**config.mk**
```make
export PLATFORM = sky130hd
export DESIGN_NAME = gcd_client_flat
export DESIGN_NICKNAME = d
export VERILOG_FILES = /design/src/rtl/gcd_client_if.sv /design/src/rtl/gcd_client.sv /design/src/flat_wrapper.sv
export SDC_FILE = /design/constraint.sdc
export NUM_CORES = 1
export LEC_CHECK = 0
export ABC_AREA = 0
export BUFFER_PORTS_ARGS = -buffer_cell sky130_fd_sc_hd__buf_2
export CORE_ASPECT_RATIO = 1.4
export CORE_UTILIZATION = 40
export DETAILED_ROUTE_END_ITERATION = 8
export PLACE_DENSITY = 0.68
export SLEW_MARGIN = 20
export SYNTH_ARGS = -nofsm -noshare
export SYNTH_HDL_FRONTEND = slang
export SYNTH_SLANG_ARGS = --single-unit
```
**constraint.sdc**
```tcl
create_clock -name clk_i -period 5.7 [get_ports clk_i]
set_input_delay 0 -clock clk_i [delete_from_list [all_inputs] [get_ports clk_i]]
set_output_delay 0 -clock clk_i [all_outputs]
set_load 0.02 [all_outputs]
```
**src/rtl/gcd_client_if.sv**
```systemverilog
// Bundle between gcd_client, its host command port and one gcd accelerator.
// Member names are given from the client's side: _i is driven into the client,
// _o is driven by it.
interface gcd_client_if #(
    parameter int unsigned WIDTH   = 32,
    parameter int unsigned COUNT_W = 16
);
    logic               cmd_v_i;
    logic               cmd_ready_o;
    logic [COUNT_W-1:0] cmd_count_i;
    logic [WIDTH-1:0]   cmd_a_i;
    logic [WIDTH-1:0]   cmd_b_i;
    logic [WIDTH-1:0]   cmd_da_i;
    logic [WIDTH-1:0]   cmd_db_i;
    logic               gcd_en_o;
    logic               gcd_v_o;
    logic               gcd_ready_i;
    logic [WIDTH-1:0]   gcd_a_o;
    logic [WIDTH-1:0]   gcd_b_o;
    logic               gcd_v_i;
    logic [WIDTH-1:0]   gcd_data_i;
    logic               gcd_yumi_o;
    logic               done_v_o;
    logic [WIDTH-1:0]   done_sum_o;
    logic [COUNT_W-1:0] done_count_o;
    logic               done_yumi_i;
    logic               error_o;

    // Client view: it drives the gcd operand port and the done port.
    modport master (
        input  cmd_v_i, cmd_count_i, cmd_a_i, cmd_b_i, cmd_da_i, cmd_db_i,
        input  gcd_ready_i, gcd_v_i, gcd_data_i, done_yumi_i,
        output cmd_ready_o, gcd_en_o, gcd_v_o, gcd_a_o, gcd_b_o, gcd_yumi_o,
        output done_v_o, done_sum_o, done_count_o, error_o
    );

    // Environment view: host, accelerator and done consumer.
    modport slave (
        output cmd_v_i, cmd_count_i, cmd_a_i, cmd_b_i, cmd_da_i, cmd_db_i,
        output gcd_ready_i, gcd_v_i, gcd_data_i, done_yumi_i,
        input  cmd_ready_o, gcd_en_o, gcd_v_o, gcd_a_o, gcd_b_o, gcd_yumi_o,
        input  done_v_o, done_sum_o, done_count_o, error_o
    );
endinterface

```
**src/rtl/gcd_client.sv**
```systemverilog
// gcd_client: issues an arithmetic sequence of operand pairs to one gcd
// accelerator, one pair outstanding at a time, and reports the sum and count
// of the results on a done handshake.
// Optional WAIT watchdog: define GCD_CLIENT_TIMEOUT_EN.
module gcd_client #(
    parameter int unsigned WIDTH          = 32,
    parameter int unsigned COUNT_W        = 16,
    parameter int unsigned TIMEOUT_CYCLES = 1024
) (
    input  logic         clk_i,
    input  logic         reset_i,
    gcd_client_if.master bus
);
    typedef enum logic [1:0] {StIdle, StSend, StWait, StDone} state_e;

    state_e             state_q, state_d;
    logic [COUNT_W-1:0] n_q, n_d;
    logic [COUNT_W-1:0] k_q, k_d;
    logic [WIDTH-1:0]   a_q, a_d;
    logic [WIDTH-1:0]   b_q, b_d;
    logic [WIDTH-1:0]   da_q, da_d;
    logic [WIDTH-1:0]   db_q, db_d;
    logic [WIDTH-1:0]   sum_q, sum_d;
    logic               error_q, error_d;
    logic [COUNT_W-1:0] k_inc;

`ifdef GCD_CLIENT_TIMEOUT_EN
    localparam int unsigned TmoW = $clog2(TIMEOUT_CYCLES + 1);
    logic [TmoW-1:0] tmo_q, tmo_d;
    logic [TmoW-1:0] tmo_inc;
`endif

    assign k_inc = k_q + COUNT_W'(1);

    // State and datapath registers, cleared asynchronously by reset.
    always_ff @(posedge clk_i or posedge reset_i) begin
        if (reset_i) begin
            state_q <= StIdle;
            n_q     <= '0;
            k_q     <= '0;
            a_q     <= '0;
            b_q     <= '0;
            da_q    <= '0;
            db_q    <= '0;
            sum_q   <= '0;
            error_q <= 1'b0;
`ifdef GCD_CLIENT_TIMEOUT_EN
            tmo_q   <= '0;
`endif
        end else begin
            state_q <= state_d;
            n_q     <= n_d;
            k_q     <= k_d;
            a_q     <= a_d;
            b_q     <= b_d;
            da_q    <= da_d;
            db_q    <= db_d;
            sum_q   <= sum_d;
            error_q <= error_d;
`ifdef GCD_CLIENT_TIMEOUT_EN
            tmo_q   <= tmo_d;
`endif
        end
    end

    // Next-state logic: command accept, operand issue, result consume, done.
    always_comb begin
        state_d = state_q;
        n_d     = n_q;
        k_d     = k_q;
        a_d     = a_q;
        b_d     = b_q;
        da_d    = da_q;
        db_d    = db_q;
        sum_d   = sum_q;
        error_d = error_q;
`ifdef GCD_CLIENT_TIMEOUT_EN
        tmo_d   = tmo_q;
        tmo_inc = tmo_q + TmoW'(1);
`endif
        case (state_q)
            StIdle: begin
                if (bus.cmd_v_i) begin
                    n_d     = bus.cmd_count_i;
                    a_d     = bus.cmd_a_i;
                    b_d     = bus.cmd_b_i;
                    da_d    = bus.cmd_da_i;
                    db_d    = bus.cmd_db_i;
                    k_d     = '0;
                    sum_d   = '0;
                    error_d = 1'b0;
                    state_d = (bus.cmd_count_i == '0) ? StDone : StSend;
                end
            end
            StSend: begin
                if (bus.gcd_ready_i) begin
                    state_d = StWait;
`ifdef GCD_CLIENT_TIMEOUT_EN
                    tmo_d   = '0;
`endif
                end
            end
            StWait: begin
                if (bus.gcd_v_i) begin
                    sum_d   = sum_q + bus.gcd_data_i;
                    k_d     = k_inc;
                    a_d     = a_q + da_q;
                    b_d     = b_q + db_q;
                    state_d = (k_inc == n_q) ? StDone : StSend;
                end
`ifdef GCD_CLIENT_TIMEOUT_EN
                else begin
                    tmo_d = tmo_inc;
                    if (tmo_inc == TmoW'(TIMEOUT_CYCLES)) begin
                        error_d = 1'b1;
                        state_d = StDone;
                    end
                end
`endif
            end
            StDone: begin
                if (bus.done_yumi_i) begin
                    state_d = StIdle;
                end
            end
            default: state_d = StIdle;
        endcase
    end

    // Outputs decode directly from state; cmd_ready stays low while in reset.
    always_comb begin
        bus.cmd_ready_o  = (state_q == StIdle) && !reset_i;
        bus.gcd_en_o     = (state_q != StIdle);
        bus.gcd_v_o      = (state_q == StSend);
        bus.gcd_a_o      = a_q;
        bus.gcd_b_o      = b_q;
        bus.gcd_yumi_o   = (state_q == StWait) && bus.gcd_v_i;
        bus.done_v_o     = (state_q == StDone);
        bus.done_sum_o   = sum_q;
        bus.done_count_o = k_q;
        bus.error_o      = error_q;
    end
endmodule

```
**src/flat_wrapper.sv**
```systemverilog
// flat-port wrapper written by rule: the top's interface ports become plain ports
module gcd_client_flat 
#(
    parameter int unsigned WIDTH          = 32,
    parameter int unsigned COUNT_W        = 16,
    parameter int unsigned TIMEOUT_CYCLES = 1024
)
  (clk_i, reset_i, bus_cmd_v_i, bus_cmd_count_i, bus_cmd_a_i, bus_cmd_b_i, bus_cmd_da_i, bus_cmd_db_i, bus_gcd_ready_i, bus_gcd_v_i, bus_gcd_data_i, bus_done_yumi_i, bus_cmd_ready_o, bus_gcd_en_o, bus_gcd_v_o, bus_gcd_a_o, bus_gcd_b_o, bus_gcd_yumi_o, bus_done_v_o, bus_done_sum_o, bus_done_count_o, bus_error_o);
  gcd_client_if #(.WIDTH(WIDTH), .COUNT_W(COUNT_W)) bus_i ();
  input  logic clk_i;
  input  logic reset_i;
  input wire logic [$bits(bus_i.cmd_v_i)-1:0] bus_cmd_v_i;
  input wire logic [$bits(bus_i.cmd_count_i)-1:0] bus_cmd_count_i;
  input wire logic [$bits(bus_i.cmd_a_i)-1:0] bus_cmd_a_i;
  input wire logic [$bits(bus_i.cmd_b_i)-1:0] bus_cmd_b_i;
  input wire logic [$bits(bus_i.cmd_da_i)-1:0] bus_cmd_da_i;
  input wire logic [$bits(bus_i.cmd_db_i)-1:0] bus_cmd_db_i;
  input wire logic [$bits(bus_i.gcd_ready_i)-1:0] bus_gcd_ready_i;
  input wire logic [$bits(bus_i.gcd_v_i)-1:0] bus_gcd_v_i;
  input wire logic [$bits(bus_i.gcd_data_i)-1:0] bus_gcd_data_i;
  input wire logic [$bits(bus_i.done_yumi_i)-1:0] bus_done_yumi_i;
  output wire logic [$bits(bus_i.cmd_ready_o)-1:0] bus_cmd_ready_o;
  output wire logic [$bits(bus_i.gcd_en_o)-1:0] bus_gcd_en_o;
  output wire logic [$bits(bus_i.gcd_v_o)-1:0] bus_gcd_v_o;
  output wire logic [$bits(bus_i.gcd_a_o)-1:0] bus_gcd_a_o;
  output wire logic [$bits(bus_i.gcd_b_o)-1:0] bus_gcd_b_o;
  output wire logic [$bits(bus_i.gcd_yumi_o)-1:0] bus_gcd_yumi_o;
  output wire logic [$bits(bus_i.done_v_o)-1:0] bus_done_v_o;
  output wire logic [$bits(bus_i.done_sum_o)-1:0] bus_done_sum_o;
  output wire logic [$bits(bus_i.done_count_o)-1:0] bus_done_count_o;
  output wire logic [$bits(bus_i.error_o)-1:0] bus_error_o;
  assign bus_i.cmd_v_i = bus_cmd_v_i;
  assign bus_i.cmd_count_i = bus_cmd_count_i;
  assign bus_i.cmd_a_i = bus_cmd_a_i;
  assign bus_i.cmd_b_i = bus_cmd_b_i;
  assign bus_i.cmd_da_i = bus_cmd_da_i;
  assign bus_i.cmd_db_i = bus_cmd_db_i;
  assign bus_i.gcd_ready_i = bus_gcd_ready_i;
  assign bus_i.gcd_v_i = bus_gcd_v_i;
  assign bus_i.gcd_data_i = bus_gcd_data_i;
  assign bus_i.done_yumi_i = bus_done_yumi_i;
  assign bus_cmd_ready_o = bus_i.cmd_ready_o;
  assign bus_gcd_en_o = bus_i.gcd_en_o;
  assign bus_gcd_v_o = bus_i.gcd_v_o;
  assign bus_gcd_a_o = bus_i.gcd_a_o;
  assign bus_gcd_b_o = bus_i.gcd_b_o;
  assign bus_gcd_yumi_o = bus_i.gcd_yumi_o;
  assign bus_done_v_o = bus_i.done_v_o;
  assign bus_done_sum_o = bus_i.done_sum_o;
  assign bus_done_count_o = bus_i.done_count_o;
  assign bus_error_o = bus_i.error_o;
  gcd_client #(.WIDTH(WIDTH), .COUNT_W(COUNT_W), .TIMEOUT_CYCLES(TIMEOUT_CYCLES)) u_core (.clk_i(clk_i), .reset_i(reset_i), .bus(bus_i));
endmodule
```
Word-level counts from Yosys, hierarchy flattened:

Index checks and enable logic that the tools add are counted.

* register bits after elaboration: 194
* latch bits: 0
* memory bits (writable): 0
* bits in read-only memories: 0
* logic and storage cells: 49
* memories: 0

* $add $sub $neg: 4
* multiply operators: 0
* div/mod/pow operators: 0
* $lt $le $gt $ge: 0
* equal/unequal tests: 8
* shifts and indexed selects: 0
* multiplexer cells: 19
* bitwise logic cells: 0
* reduce and logical (&&, ||, !) cells: 10

Operators by type and width (number)
* $mux 32: 6
* $pmux 32 s2: 3
* $add 32x32->32: 3
* $mux 16: 2
* $pmux 16 s2: 1
* $add 16x1->16 const B: 1
* $eq 16x16->1: 1
* $logic_not 16->1: 1
* $mux 2: 6
* $ne 2x2->1 const B: 4
* $pmux 2 s4: 1
* $eq 2x2->1 const B: 2
* $reduce_and 4->1: 1
* $reduce_bool 2->1: 2
* $reduce_and 3->1: 1
* $eq 2x1->1 const B: 1
* $logic_and 1x1->1: 2
* $logic_not 2->1: 1
* $reduce_and 2->1: 1
* $logic_not 1->1: 1

Longest topological paths before layout:

Gate-level depths: netlist of run 1.

* depth after elaboration: 5
* depth in mapped cells: 12

Worst setup path before layout of run 1:

Ideal clock, no wire load.

* kind: register to register
* start point: register u_core.sum_q[13] (netlist: u_core.bus.done_sum_o[13])
* end point: register u_core.sum_q[30] (netlist: u_core.bus.done_sum_o[30])
* arrival time: 2.837 ns
* required time: 5.575 ns
* slack: 2.738 ns
* cell stages (with the launch flop): 11
* path buffers: 1
* period minus slack after synthesis: 2.962 ns
* path through: dfrtp_1 ha_1 clkbuf_1 nand3_2 or4_1 a21o_1 a211oi_4 o21bai_2 and3_1 a211o_1 mux2_4

* word-level cells in the longest chain between the ends: 3

Ends and longest elaborated chain
* start: declaration: line gcd_client.sv:23 `logic [WIDTH-1:0] sum_q, sum_d;`
* start signal: assignment: line gcd_client.sv:58 `sum_q <= sum_d;`
* $add 32x32->32: line gcd_client.sv:105 `sum_d = sum_q + bus.gcd_data_i;`
* $mux 32: line gcd_client.sv:104 `if (bus.gcd_v_i) begin`
* $pmux 32 s2: line gcd_client.sv:81 `case (state_q)`

No other way between the ends. The select of a mux whose other input is x is not followed.
A chain may end at the register's enable or synchronous reset.

Final worst setup path of run 1:

* start point: register u_core.state_q[1]
* end point: register u_core.b_q[29] (netlist: u_core.bus.gcd_b_o[29])

* word-level cells in the longest chain between the ends: 3
* elaborated cells between the ends (all ways): 7
* classes of those cells: 3 x eq/ne; 1 x mux; 3 x reduce/logical

Ends and longest elaborated chain
* start: declaration: line gcd_client.sv:16 `state_e state_q, state_d;`
* start signal: assignment: line gcd_client.sv:38 `state_q <= StIdle;`
* start signal: assignment: line gcd_client.sv:51 `state_q <= state_d;`
* $eq 2x2->1 or $logic_not 2->1 (tied branches): line gcd_client.sv:81
* $ne 2x2->1 (no line) or $reduce_bool 2->1 (tied branches)
* $reduce_and 3->1 (no line)
* end signal: assignment: line gcd_client.sv:42 `b_q <= '0;`
* end signal: assignment: line gcd_client.sv:55 `b_q <= b_d;`
* end: declaration: line gcd_client.sv:20 `logic [WIDTH-1:0] b_q, b_d;`

Parallel ways exist; a longest one is shown, timed or not.

==> impl_metrics.toml, run 1 <==
[final_layout]
mostFrequentLayoutCells = "nand2_1, buf_2, dfrtp_1, dlygate4sd3_1, a21oi_1"
mostFrequentLayoutCell = "nand2_1"
fin_area_um2 = 16900
syn_to_final_growth_pct = 31.9
final_cells = 2412
nets = 2280
drive_gt1_share_pct = 17.7
fin_util_pct = 53.5

[setup_path]
critPathLaunchType = "flip-flop"
worst-endpoint-arrival_ns = 3.92
cp-end-kind = "flip-flop"
r2r_slack_ns = 2.12
crit_fanout = 44
crit_end = "u_core.bus.gcd_b_o[29]"
worstReg2RegEnd = "u_core.bus.gcd_b_o[29]"
cp_data_required_time_ns = 6.04
criticalPathCategory = "reg2reg"
rr_worst_depth = 9
crit_start = "u_core.state_q[1]"
rr_startpoint = "u_core.state_q[1]"

[placement]
placed_cell_area_um2 = 14600
hpwl_um = 27700
port-buffer-count = 298
dp.cells = 2215
routabilityCongestion = 0.914

[synth]
syn_area_um2 = 12800
synthCells = 1577
ys_warn_count = 0
async_flop_share_pct = 100
synth_edf_count = 0
syn_nets = 1856
synth-seq-area-share_pct = 38.0
syn-mean-instance-area_um2 = 8.11
ys_types = 69
synthFlopType = "dfrtp_1"
ys_seq_elements = 194

[timing]
relSlewSlack_pct = 32.6
drv_slew = 0
fin_crit_ns = 3.58
finalSetupViolCount = 0
timing.final.crit_share_pct = 62.8
worstMarginPinSlew_ns = 1.01
max_freq_mhz = 279
final.setup.tns_ns = 0
rsz0062_at_grt = "no"
fin_skew_ns = 0.0111
hold_viol = 0

[grt]
grt.overflow.total = 0
antenna_found_initial = 3
gr-usage-all-layers_pct = 25.4
grt_pass1_wl_um = 65400
grt_pass1_vias = 13100
grt_max_degree = 138

[power]
p_leak_uw = 0.00833
peakVddDrop_mv = 0.296
power_uw = 9760
power.density_nw_per_um2 = 579

[floorplanning]
rows = 77
core_um2 = 31500
die-area_um2 = 32700
die_h_um = 214
initial_core_util_pct = 40.6
io_pins = 300
fp.dieW_um = 153

[min_path]
hp-class = "in2reg"

[drt]
wl_per_cell_um = 17.0
vias = 13100
vias_per_cell = 5.43
drt_iter0_markers = 567
routed_wl_um = 41100
final_antenna_net_count = 0
first_pass_iters = 9
drc_errors = 0

[clock_tree]
postCtsSetupBuffers = 0
ctsLongestPathBuffers = 2
cts_buffers = 17
cts_tree = "yes"
cts_root_buf = "clkbuf_16"
cts_sinks = 194
worst_skew_pair.late_latency_ns = 0.46
cts.htree.levels = 4
path_clk_slew_ns = 0.07

[run_status]
status = "finished, final reports clean"

[job]
maxCapViolCount = 0
synthesized netlist by cell type (11+ instances only):
| cell | count | area (um2) |
|---|---|---|
| nor3_1 | 19 | 95.1 |
| clkbuf_1 | 62 | 233 |
| nand3_1 | 33 | 165 |
| a21o_1 | 30 | 225 |
| nor2b_1 | 11 | 68.8 |
| inv_1 | 28 | 105 |
| o21ai_0 | 82 | 410 |
| and3_1 | 20 | 125 |
| nand4_1 | 11 | 68.8 |
| xor2_1 | 38 | 333 |
| nand2_1 | 409 | 1540 |
| xnor2_1 | 59 | 517 |
| a31oi_1 | 20 | 125 |
| or3_1 | 15 | 93.8 |
| ha_1 | 94 | 1180 |
| dfrtp_1 | 194 | 4850 |
| a211oi_1 | 22 | 165 |
| o21a_1 | 18 | 135 |
| nor2_1 | 101 | 379 |
| a21oi_1 | 132 | 661 |
| o21ai_1 | 53 | 265 |
cell families after synthesis:
group                      after synthesis  share of synthesized area [%]
xor gates and xnor gates                97                           6.65
buffers and inverters                   93                           2.76
other                                    1                         0.0293
muxes                                   10                          0.832
and+or+nand+nor                        652                           21.6
DFF                                    194                           38.0
adders and majority gates               97                           9.67
AOI/OAI and AO/OA                      433                           20.5
per-layer routing:
layer  track usage, %  routed length, um
met1             27.9              15900
met3             4.93               2300
met4             16.7               2370
met5                0                  0
met2             44.9              20500
critical path, cell delays in order, from the launching register on:
cell and delay (ns):
dfrtp_1 0.53, nor2b_4 0.20, buf_4 0.45, nand2_2 0.23, inv_1 0.72, nor2_4 0.07
buf_4 0.29, a21oi_1 0.23, o22ai_1 0.09, dlygate4sd3_1 0.56
sequential cells by signal, summed over array words and instances (netlist names):
name / flops
u_core.n_q: 16
u_core.bus.gcd_a_o: 32
u_core.state_q: 2
u_core.db_q: 32
u_core.bus.done_count_o: 16
u_core.bus.gcd_b_o: 32
u_core.da_q: 32
u_core.bus.done_sum_o: 32
layout make-up:
class / count / area (um2)
antenna: 4 / 10.0
clock buffer: 23 / 468
clock inverter: 8 / 104
fill: 2851 / 14600
inverter: 28 / 113
multi-input combinational: 1290 / 7610
sequential: 194 / 4850
tap: 395 / 494
timing repair buffer: 470 / 3210
worst min-delay path by stage:
stage                           startpoint  slack (ns)  cells past startpoint               to
after floorplan                    reset_i        0.08                      1  bus_cmd_ready_o
after global placement    bus_cmd_da_i[14]        0.19                      3  u_core.da_q[14]
after detailed placement  bus_cmd_da_i[29]        0.19                      3  u_core.da_q[29]
after CTS                      bus_cmd_v_i      0.0006                      4    u_core.n_q[0]
after global routing           bus_cmd_v_i        0.02                      4    u_core.n_q[1]
final                          bus_cmd_v_i        0.03                      4    u_core.n_q[0]
where the power goes:
part	total (uW)	internal (uW)	leakage (uW)	switching [uW]
registers	2460	1960	0.00242	499
logic	6080	2440	0.00563	3640
clock network	1220	669	0.000278	552
total	9760	5070	0.00833	4690
stage by stage:
| stage | setup slack [ns] | hold WS, ns |
|---|---|---|
| after floorplan | 0.416 | 0.0798 |
| after global placement | 2.53 | 0.189 |
| after detailed placement | 2.45 | 0.192 |
| after CTS | 2.16 | 0.000606 |
| after global routing | 1.93 | 0.0226 |
| final | 2.12 | 0.0256 |
timing repair:
| item | in CTS | in global routing |
|---|---|---|
| resized for setup | 0 | 0 |
| endpoints found under the hold margin | 288 | 0 |
| hold buffers | 161 | 0 |
(Power assumes the default switching activity.)
==> run 2: changes to the inputs <==
Clock period 5.7 ns to 3 ns, I/O delays scaled along.
==> impl_metrics.toml, run 2 (synthesis gave the netlist of run 1 again) <==
[run_status]
status = "complete, but fails checks"
violations = "DRC"

[drt]
routed_wl_um = 41600
drc_errors = 2
vias_per_cell = 5.41
wl_per_cell_um = 17.0
drt_iter0_markers = 665
final_antenna_net_count = 0
first_pass_iters = 7
vias = 13200

[timing]
hold_viol = 0
fin_crit_ns = 2.95
timing.final.crit_share_pct = 98.2
rsz0062_at_grt = "yes"
drv_slew = 0
worstMarginPinSlew_ns = 0.947
fin_hold_ws_ns = 0.0309
relSlewSlack_pct = 36.7
finalSetupViolCount = 0
max_freq_mhz = 339
fin_skew_ns = 0.00934

[final_layout]
fin_util_pct = 54.9
drive_gt1_share_pct = 20.1
fin_area_um2 = 17300
mostFrequentLayoutCell = "nand2_1"
mostFrequentLayoutCells = "nand2_1, buf_2, dfrtp_1, dlygate4sd3_1, a21oi_1"
nets = 2311
syn_to_final_growth_pct = 35.2

[grt]
grt_pass1_vias = 13400
antenna_found_initial = 6
gr-usage-all-layers_pct = 25.5
grt.overflow.total = 0
grt_pass1_wl_um = 66200
grt_max_degree = 92

[setup_path]
critPathLaunchType = "flip-flop"
cp-end-kind = "flip-flop"
crit_fanout = 3
r2r_slack_ns = 0.05
cp_data_required_time_ns = 3.33
criticalPathCategory = "reg2reg"
worst-endpoint-arrival_ns = 3.28

[clock_tree]
cts_buffers = 17
cts_sinks = 194
worst_skew_pair.late_latency_ns = 0.45
cts_root_buf = "clkbuf_16"
ctsLongestPathBuffers = 2
path_clk_slew_ns = 0.07
cts.htree.levels = 4
cts_tree = "yes"

[floorplanning]
core_um2 = 31500
io_pins = 300
rows = 77
fp.dieW_um = 153
die-area_um2 = 32700
die_h_um = 214
initial_core_util_pct = 40.6

[placement]
port-buffer-count = 298
hpwl_um = 28900
routabilityCongestion = 0.957
placed_cell_area_um2 = 15000

[power]
p_clk_share_pct = 13.0
pwr-share-seq_pct = 24.3
power.density_nw_per_um2 = 1110
p_sw_share_pct = 47.5
power_switching_uw = 9080
combPwrFrac_pct = 62.7
p_leak_uw = 0.00853
peakVddDrop_mv = 0.572
p_int_uw = 10000

[min_path]
hp-class = "in2reg"

[job]
maxCapViolCount = 0
[run 2: worst paths after layout]
check | from | end | cells past startpoint
max | u_core.bus.done_sum_o[7] | u_core.bus.done_sum_o[30] | 10
min | bus_gcd_data_i[25] | u_core.bus.done_sum_o[25] | 4
max reg2reg | u_core.bus.done_sum_o[7] | u_core.bus.done_sum_o[30] | 10
min reg2reg | u_core.da_q[7] | u_core.da_q[7] | 2
max in group asynchronous | reset_i | u_core.db_q[22] | 4
min in group asynchronous | reset_i | u_core.bus.done_count_o[14] | 3
[run 2: critical path, stage by stage, from the launching register on]
cell and delay, ns:
dfrtp_1 0.42, ha_4 0.29, o21a_1 0.16, o22ai_2 0.13, or4_1 0.53, a21o_1 0.23
a211oi_4 0.27, o21bai_2 0.09, and3_1 0.15, a211o_1 0.28, mux2_4 0.29
[run 2: stage by stage]
step	total power (uW)	instances	TNS, ns	worst slack (ns)
3_5_place_dp	16200	2245	0	0.0201
5_1_grt	20800	2446	-0.0363	-0.0215
6_report	19100	2446	0	0.0527
2_1_floorplan	13000	1577	0	0.0383
3_3_place_gp	15900	2245	0	0.0516
4_1_cts	18900	2433	0	0.00703
[run 2: timing repair]
action                                  4_1_cts  5_1_grt
hold buffers                                155        0
cloned                                        0        0
buffers inserted                              1        7
pin swaps                                     1       11
gates resized for setup                       0       17
endpoints found under the setup margin        1       14
hold endpoints to repair                    185        0
[run 2: layout make-up]
class | count | area (um2)
timing repair buffer | 501 | 3490
sequential | 194 | 4850
inverter | 28 | 109
antenna | 6 | 15.0
tap | 395 | 494
multi-input combinational | 1290 | 7700
clock buffer | 19 | 433
clock inverter | 13 | 183
fill | 2869 | 14200
[run 2: layer usage]
| metal | wire [um] | track usage (%) | vias up |
|---|---|---|---|
| met1 | 16500 | 28.5 | 6281 |
| met2 | 21100 | 45.9 | 429 |
| li1 | - | - | 6409 |
| met3 | 2060 | 4.45 | 126 |
| met5 | 0 | 0 | - |
| met4 | 1970 | 14.7 | 0 |
[run 2: power groups by stage]
stage,Clock (uW),Combinational [uW],Sequential [uW]
after floorplan,0,7850,5110
after global placement,0,11300,4620
after detailed placement,0,11500,4660
after CTS,2540,11800,4620
after global routing,2630,13300,4780
final,2480,12000,4630
==> run 3: changes to the inputs <==
Settings changed: PLACE_DENSITY 0.68 to unset, PLACE_DENSITY_LB_ADDON set to 0.05.
==> impl_metrics.toml, run 3 (synthesis gave the netlist of run 1 again) <==
[run_status]
status = "finished, final reports clean"

[drt]
vias_per_cell = 5.32
vias = 13000
wl_per_cell_um = 17.1
first_pass_iters = 4
final_antenna_net_count = 0
drt_iter0_markers = 540
routed_wl_um = 41800
drc_errors = 0

[placement]
hpwl_um = 29300
port-buffer-count = 298
routabilityCongestion = 0.872

[power]
p_leak_uw = 0.00850
power.density_nw_per_um2 = 1110
power_uw = 19100
peakVddDrop_mv = 0.620

[clock_tree]
cts_buffers = 17
cts_sinks = 194
worst_skew_pair.late_latency_ns = 0.46
cts_tree = "yes"
path_clk_slew_ns = 0.08
ctsLongestPathBuffers = 2
cts.htree.levels = 4
cts_root_buf = "clkbuf_16"

[floorplanning]
core_um2 = 31500
rows = 77
initial_core_util_pct = 40.6
fp.dieW_um = 153
die-area_um2 = 32700
io_pins = 300
die_h_um = 214

[final_layout]
mostFrequentLayoutCells = "nand2_1, buf_2, dfrtp_1, dlygate4sd3_1, a21oi_1"
mostFrequentLayoutCell = "nand2_1"
fillCellCount = 2986
drive_gt1_share_pct = 20.4
nets = 2305
syn_to_final_growth_pct = 34.8

[grt]
grt_pass1_wl_um = 66200
grt_pass1_vias = 13000
antenna_found_initial = 4
grt.overflow.total = 0
grt_max_degree = 92
gr-usage-all-layers_pct = 25.6

[setup_path]
cp_data_required_time_ns = 3.35
critPathLaunchType = "flip-flop"
worst-endpoint-arrival_ns = 3.24
crit_fanout = 3
cp-end-kind = "flip-flop"
criticalPathCategory = "reg2reg"

[timing]
drv_slew = 0
finalSetupViolCount = 0
rsz0062_at_grt = "no"
fin_crit_ns = 2.89
fin_skew_ns = 0.0143
final.setup.tns_ns = 0
max_freq_mhz = 346
relSlewSlack_pct = 34.5
timing.final.crit_share_pct = 96.4
worstMarginPinSlew_ns = 0.982
hold_viol = 0

[min_path]
hp-class = "in2reg"

[job]
maxCapViolCount = 0
-- run 3: cell count changes in the layout (fill, tap and decap cells not counted), sizes merged --
cell,delta
bufinv,-1
diode,-2
clkbuf,-2
dlygate4sd3,-4
clkinv,-1
clkinvlp,+3
buf,-2
inv,+1
-- run 3: area by class of cell --
type                            count  area, um2  area share, %
Tap cell                          395        494           2.87
Antenna cell                        4       10.0         0.0581
Clock buffer                       17        425           2.47
Sequential cell                   194       4850           28.2
Inverter                           28        109          0.631
Clock inverter                     15        181           1.05
Timing Repair Buffer              495       3420           19.9
Multi-Input combinational cell   1290       7740           44.9
-- run 3: worst paths after layout --
path                                      startpoint                        end  slack, ns  cells after the start
hold reg to reg                      u_core.db_q[27]            u_core.db_q[27]       0.48                      2
setup reg to reg           u_core.bus.done_sum_o[11]  u_core.bus.done_sum_o[30]       0.11                     10
hold / removal                           bus_cmd_v_i          u_core.state_q[1]       0.03                      4
setup / recovery           u_core.bus.done_sum_o[11]  u_core.bus.done_sum_o[30]       0.11                     10
min in group asynchronous                    reset_i            u_core.da_q[29]       0.21                      3
max in group asynchronous                    reset_i      u_core.bus.gcd_a_o[7]       2.04                      4
-- run 3: what timing repair did --
action / in CTS / in global routing
hold endpoints to repair: 167 / 0
setup buffers: 0 / 3
pin swaps: 0 / 13
hold buffers: 151 / 0
endpoints found under the setup margin: 1 / 13
gates resized for setup: 1 / 22
-- run 3: where the power goes --
group          total, uW  switching, uW  internal, uW
sequential          4660            944          3720
combinational      12000           7060          4910
clock               2450           1130          1320
-- run 3: layer usage --
layer	vias to the layer above	share of wire, %	GRT usage [%]	routed length, um
li1	6409	-	-	-
met1	6214	41	29.3	17300
met2	297	52	47.8	21700
met3	57	4.2	4.32	1750
met4	0	2.4	9.54	1020
met5	-	0	0	0
-- run 3: worst max-delay path: stages (launching register included) --
cell and delay (ns):
dfrtp_1 0.39, ha_1 0.29, and2_4 0.16, nand3_2 0.10, or4_4 0.53, a21o_4 0.22
a211oi_4 0.30, o21bai_2 0.09, and3_1 0.14, a211o_1 0.27, mux2_4 0.29
-- run 3: stage by stage --
step,setup slack [ns],std cells,util (%),hold slack [ns],area [um2]
after detailed placement,0.00258,2248,47.5,0.135,15000
after global routing,0.00649,2438,54.7,0.0487,17200
final,0.108,2438,54.7,0.0308,17200
after floorplan,0.0383,1577,-,0.0798,12800
after CTS,0.0227,2431,54.2,0.00946,17100
after global placement,0.0585,2248,47.5,0.126,15000
